===== src/rtl/counter_mod_n_down_pkg.sv =====
// Shared types and constants for the modulo-N down-counter.
// Latency: n/a (declarations only).
// Backpressure: n/a.
package counter_mod_n_down_pkg;

   localparam int DEFAULT_WIDTH = 4;

   typedef enum logic [1:0] {
      ST_IDLE = 2'b00,
      ST_RUN  = 2'b01,
      ST_DONE = 2'b10
   } state_t;

endpackage


===== src/rtl/counter_mod_n_down_core.sv =====
// Down-count register with load, decrement and hold, plus a zero flag.
// Latency: load/decrement visible one clock after the edge; zero flag is combinational from the register.
// Backpressure: none; hold whenever neither load nor dec is asserted.
module down_count_core
   import counter_mod_n_down_pkg::*;
#(
   parameter int WIDTH = DEFAULT_WIDTH
) (
   input  logic             clock_pos,
   input  logic             reset_neg,
   input  logic             load,
   input  logic [WIDTH-1:0] load_value,
   input  logic             dec,
   output logic [WIDTH-1:0] count,
   output logic             zero
);

   // Count register: load wins over decrement; otherwise hold.
   always_ff @(posedge clock_pos or negedge reset_neg) begin
      if (!reset_neg) begin
         count <= '0;
      end else if (load) begin
         count <= load_value;
      end else if (dec) begin
         count <= count - 1'b1;
      end
   end

   assign zero = (count == '0);

endmodule


===== src/rtl/counter_mod_n_down.sv =====
// Programmable modulo-N down-counter with reload register and terminal-count strobe.
// Latency: count, strobe and busy are registered; strobe appears the cycle after the enabled edge that saw zero.
// Backpressure: bit_enable low freezes the count; load always takes effect and overrides everything else.
module counter_mod_n_down
   import counter_mod_n_down_pkg::*;
#(
   parameter int WIDTH       = DEFAULT_WIDTH,
   parameter bit AUTO_RELOAD = 1'b1
) (
   input  logic             clock_pos,
   input  logic             reset_neg,
   input  logic             bit_load,
   input  logic [WIDTH-1:0] vector_period,
   input  logic             bit_enable,
   output logic [WIDTH-1:0] vector_out,
   output logic             bit_terminal,
   output logic             bit_busy
);

   state_t           state;
   logic [WIDTH-1:0] reload;
   logic             zero;
   logic             run_en;
   logic             tc_hit;
   logic             core_load;
   logic [WIDTH-1:0] core_value;
   logic             core_dec;

   // An enabled RUN edge only counts when no load is competing for it.
   assign run_en     = (state == ST_RUN) && bit_enable && !bit_load;
   assign tc_hit     = run_en && zero;
   assign core_load  = bit_load || (tc_hit && AUTO_RELOAD);
   assign core_value = bit_load ? vector_period : reload;
   assign core_dec   = run_en && !zero;

   down_count_core #(
      .WIDTH (WIDTH)
   ) u_core (
      .clock_pos  (clock_pos),
      .reset_neg  (reset_neg),
      .load       (core_load),
      .load_value (core_value),
      .dec        (core_dec),
      .count      (vector_out),
      .zero       (zero)
   );

   // Control FSM with reload register, one-cycle terminal strobe and registered busy.
   always_ff @(posedge clock_pos or negedge reset_neg) begin
      if (!reset_neg) begin
         state        <= ST_IDLE;
         reload       <= '0;
         bit_terminal <= 1'b0;
         bit_busy     <= 1'b0;
      end else if (bit_load) begin
         reload       <= vector_period;
         state        <= ST_RUN;
         bit_terminal <= 1'b0;
         bit_busy     <= 1'b1;
      end else begin
         bit_terminal <= 1'b0;
         case (state)
            ST_RUN: begin
               if (tc_hit) begin
                  bit_terminal <= 1'b1;
                  if (!AUTO_RELOAD) begin
                     state    <= ST_DONE;
                     bit_busy <= 1'b0;
                  end
               end
            end
            ST_IDLE, ST_DONE: begin
               state <= state;
            end
            default: begin
               state    <= ST_IDLE;
               bit_busy <= 1'b0;
            end
         endcase
      end
   end

endmodule


===== config.mk =====
export PLATFORM = sky130hd
export DESIGN_NAME = counter_mod_n_down
export DESIGN_NICKNAME = d
export VERILOG_FILES = /design/src/rtl/counter_mod_n_down_pkg.sv /design/src/rtl/counter_mod_n_down_core.sv /design/src/rtl/counter_mod_n_down.sv
export SDC_FILE = /design/constraint.sdc
export NUM_CORES = 1
export LEC_CHECK = 0
export ABC_AREA = 1
export CAP_MARGIN = 25
export CORE_AREA = 2 2 39 41
export DETAILED_ROUTE_END_ITERATION = 12
export DIE_AREA = 0 0 41 43
export GPL_ROUTABILITY_DRIVEN = 0
export PLACE_DENSITY = 0.6
export SLEW_MARGIN = 10
export SYNTH_ARGS = -nofsm -noshare
export SYNTH_HDL_FRONTEND = slang
export SYNTH_HIERARCHICAL = 1
export SYNTH_SLANG_ARGS = --single-unit
export TNS_END_PERCENT = 10

===== constraint.sdc =====
create_clock -name clock_pos -period 2 [get_ports clock_pos]
set_clock_uncertainty 0.05 [all_clocks]
set_input_delay 0.4 -clock clock_pos [delete_from_list [all_inputs] [get_ports clock_pos]]
set_output_delay 0.4 -clock clock_pos [all_outputs]
set_load 0.05 [all_outputs]

==> qor_table.md <==
| Item | Value |
| --- | --- |
| Int Pwr | 384.3 uW |
| Highest cell delay on the worst timing path | 0.80 ns |
| Peak supply drop | 0.0004799 V |
| Net Switching | 227.3 uW |
| Number of port buffers | 13 |
| Fraction of synthesis flops using an asynchronous set or reset pin | 100.0% |
| Top achievable clock speed | 532.0 MHz |
| Critical path fanouts, max | 3 |
| Pre-CTS worst setup slack | 0.1198 ns |
| Share of Yosys cell area claimed by the top area cell type | 53.05% |
| Final Critical Period | 1.880 ns |
| Vias in the first global route | 392 |
| Transition at the pin with the smallest max-transition slack | 0.4927 ns |
| Final number of hold-violating endpoints | 0 |
| Total routed wirelength | 923 um |
| Tot GR Track Use | 13.26% |
| First-pass GRT wire length | 1580 um |
| Ant. Diodes | 0 |
| Cell with the most instances after synthesis | sky130_fd_sc_hd__nand2_1 |
| Total negative slack | 0 ns |
| Cell types with the largest area share after synthesis | sky130_fd_sc_hd__dfrtp_1 (53%), sky130_fd_sc_hd__nand2_1 (20%), sky130_fd_sc_hd__nand3_1 (5.3%) |
| Kind of capture point of the worst setup path | output port |
| Kind of critical path | flop to output port |
| Count of TritonRoute iterations in the first routing pass | 4 |
| Post-placement cell count | 89 |
| Via count | 415 |
| Total number of yosys warnings | 6 |
| Number of top-level design ports | 14 |
| Fraction of power spent switching nets | 37.16% |
| Placed wire-length estimate | 704.2 um |
| Cell with the biggest individual delay on the critical path | sky130_fd_sc_hd__clkdlybuf4s50_1 |
| Post CTS Setup Buffer Count | 0 |
| Worst EP arrival | 1.43 ns |
| Post-synth EDFFs | 0 |
| Top post-synthesis cells by count | sky130_fd_sc_hd__nand2_1 (25), sky130_fd_sc_hd__dfrtp_1 (10), sky130_fd_sc_hd__inv_1 (6) |
| Library cell with the largest summed area after synthesis | sky130_fd_sc_hd__dfrtp_1 |
| Minimum setup slack in the final design | 0.1201 ns |
| Post-synthesis average cell area | 7.995 sq um |
| Critical path buffers and inverters | 1 |
| Violation count after the first detailed-route iteration | 1 |
| Overall die height | 43 um |
| Non-filler instance count after layout | 93 |
| Post-Synthesis Net Count | 68 |
| Filler cell count | 144 |
| Number of antenna violations at the first check in global routing | 0 |
| Synth Flop Type | sky130_fd_sc_hd__dfrtp_1 |
| CTS clk-pin slew, worst paths | 0.07 ns |
| Area occupied by multi-input gates | 198.9 sq um |
| Power density over cell area | 940.0 mW/mm^2 |
| Number of buffers added to fix hold violations after cts | 0 |
| Rows | 14 |
| Average detailed-routed wire length per instance | 9.925 um |
| Post-synthesis instance area | 471.7 sq um |
| Slew Limit Headroom | 67.05% |
| Clock buffers created by TritonCTS | 3 |
| Clock share of power | 23.0% |
| Global route total overflow | 0 |
| Final critical-path share of the clock period | 93.99% |
| CP startpoint kind | flop |
| Largest net degree at the start of global routing | 11 |
| Share of layout cells above drive strength 1 | 15.58% |
| Area inside the core boundary | 0.001384 sq mm |
| Reg power frac | 41.0% |
| RSZ-0062 raised after global routing | false |
| DRC violation count after routing | 0 |
| Via density per instance | 4.462 |
| Largest delay contributor family on the critical path | buffers and inverters |
| Part of the power in combinational logic | 36.0% |
| Number of nets with antenna violations after routing | 0 |
| Setup-violating endpoint count in the final report | 0 |
| Sequential share of the synthesized area | 53.05% |
| TritonCTS clock tree | yes |
| Library cells used by synthesis | 13 |
| Total of flip-flops plus latches after synthesis | 10 |
| Area Growth Syn to Fin | 37.93% |
| Worst skew pair latency | 0.26 ns |
| Cell at the root of the clock tree | sky130_fd_sc_hd__clkbuf_4 |
| Buffer depth of the longest clock path | 2 |
| Type of the worst min-delay path | input port to async pin |
| Layout net count | 87 |
| CP Data Required Time | 1.55 ns |
| Initial core utilization | 34.09% |
| Max-slew violations | 0 |
| Leak Pwr | 0.3273 nW |
| Status | finished, final reports clean |
| Critical Path, Cell by Cell | clkdlybuf4s50_1 |
| Overall die area | 0.001763 sq mm |
| Number of sinks driven by the clock tree | 10 |
| Max-capacitance violation count | 0 |
| Sequential cell area | 251.5 sq um |
| Die width | 41 um |
| Number of instances in the synthesized netlist | 59 |
| Deepest level of the CTS H-tree | 1 |
[placed cells by master (no fill, tap or decap), drive strengths merged]
master         Yosys  layout
nand2             25      25
dfrtp             10      10
clkdlybuf4s50      0       9
inv                7       7
nand3              6       6
nor2               5       5
buf                0       5
clkbuf             0       4
o21ai              1       1
or2                1       1
nor3b              1       1
a22oi              1       1
xor2               1       1
ha                 1       1
[timing repair]
action,in CTS,in global routing
endpoints found under the hold margin,0,0
setup endpoints to repair,0,2
gates resized for setup,0,1
[metrics by stage]
| step | power, mW | utilization [%] | hold slack, ns | cell area (sq um) |
|---|---|---|---|---|
| floorplan | 0.3983 | - | 0.05441 | 473.0 |
| global placement | 0.4697 | 44.85 | 0.4013 | 620.6 |
| detailed placement | 0.4743 | 44.85 | 0.4060 | 620.6 |
| CTS | 0.6176 | 46.75 | 0.4108 | 646.9 |
| global route | 0.6592 | 47.02 | 0.4329 | 650.6 |
| finish | 0.6116 | 47.02 | 0.3982 | 650.6 |
[cell type report]
cell class                 count  area share, %
multi-input combinational     42          30.58
sequential                    10          38.65
tap                           16          3.077
inverter                       7          4.038
timing repair buffer          14          19.62
clock buffer                   4          4.038
[logic make-up (layout without fill, tap and decap cells)]
kind of cell,Yosys count,count (layout),share of synthesized area [%]
DFF,10,10,53.05
adders and majority gates,1,1,2.652
xor gates and xnor gates,1,1,1.857
AOI/OAI and AO/OA,2,2,2.652
and+or+nand+nor,38,38,34.22
buffers and inverters,7,25,5.569
[routing by layer]
| layer | global-route usage, % | share of wire (%) | up-vias |
|---|---|---|---|
| met5 | 0 | 0 | - |
| met4 | 8.000 | 0.98 | 0 |
| met3 | 3.141 | 4.8 | 2 |
| met2 | 16.88 | 47 | 8 |
| met1 | 19.47 | 47 | 186 |
| li1 | - | - | 219 |
[worst paths after layout]
| path | startpoint | to | slack, ns | depth (start not counted) |
|---|---|---|---|---|
| setup / recovery | u_core/count[0]$_DFFE_PN0P_ | vector_out[0] | 0.12 | 1 |
| hold / removal | reset_neg | bit_terminal$_DFF_PN0_ | 0.40 | 1 |
| setup reg to reg | u_core/count[0]$_DFFE_PN0P_ | u_core/count[3]$_DFFE_PN0P_ | 0.16 | 8 |
| hold reg to reg | reload[2]$_DFF_PN0_ | reload[2]$_DFF_PN0_ | 0.42 | 2 |
| max in group asynchronous | reset_neg | u_core/count[0]$_DFFE_PN0P_ | 1.17 | 1 |
| min in group clock_pos | reload[2]$_DFF_PN0_ | reload[2]$_DFF_PN0_ | 0.42 | 2 |
[power groups by stage]
stage / clock network, mW / logic, mW / registers, mW
detailed placement: 0 / 0.219 / 0.255
CTS: 0.146 / 0.221 / 0.251
finish: 0.141 / 0.220 / 0.251
global route: 0.160 / 0.243 / 0.255
floorplan: 0 / 0.0788 / 0.319
global placement: 0 / 0.216 / 0.254
[worst register-to-register path: cells and delay by family (launching register included)]
family | cells | cell delay, ns
buffers and inverters | 2 | 0.23
AND/OR/NAND/NOR | 3 | 0.48
AO/OA/AOI/OAI | 2 | 0.36
flip-flops | 1 | 0.41
adder cells (fa/ha/maj) | 1 | 0.20
[sequential cells by signal, summed over array words and instances, names as in the netlist]
signal	count
reload	4
u_core/count	4
bit_busy	1
bit_terminal	1
Power figures use the tool's default switching activity.
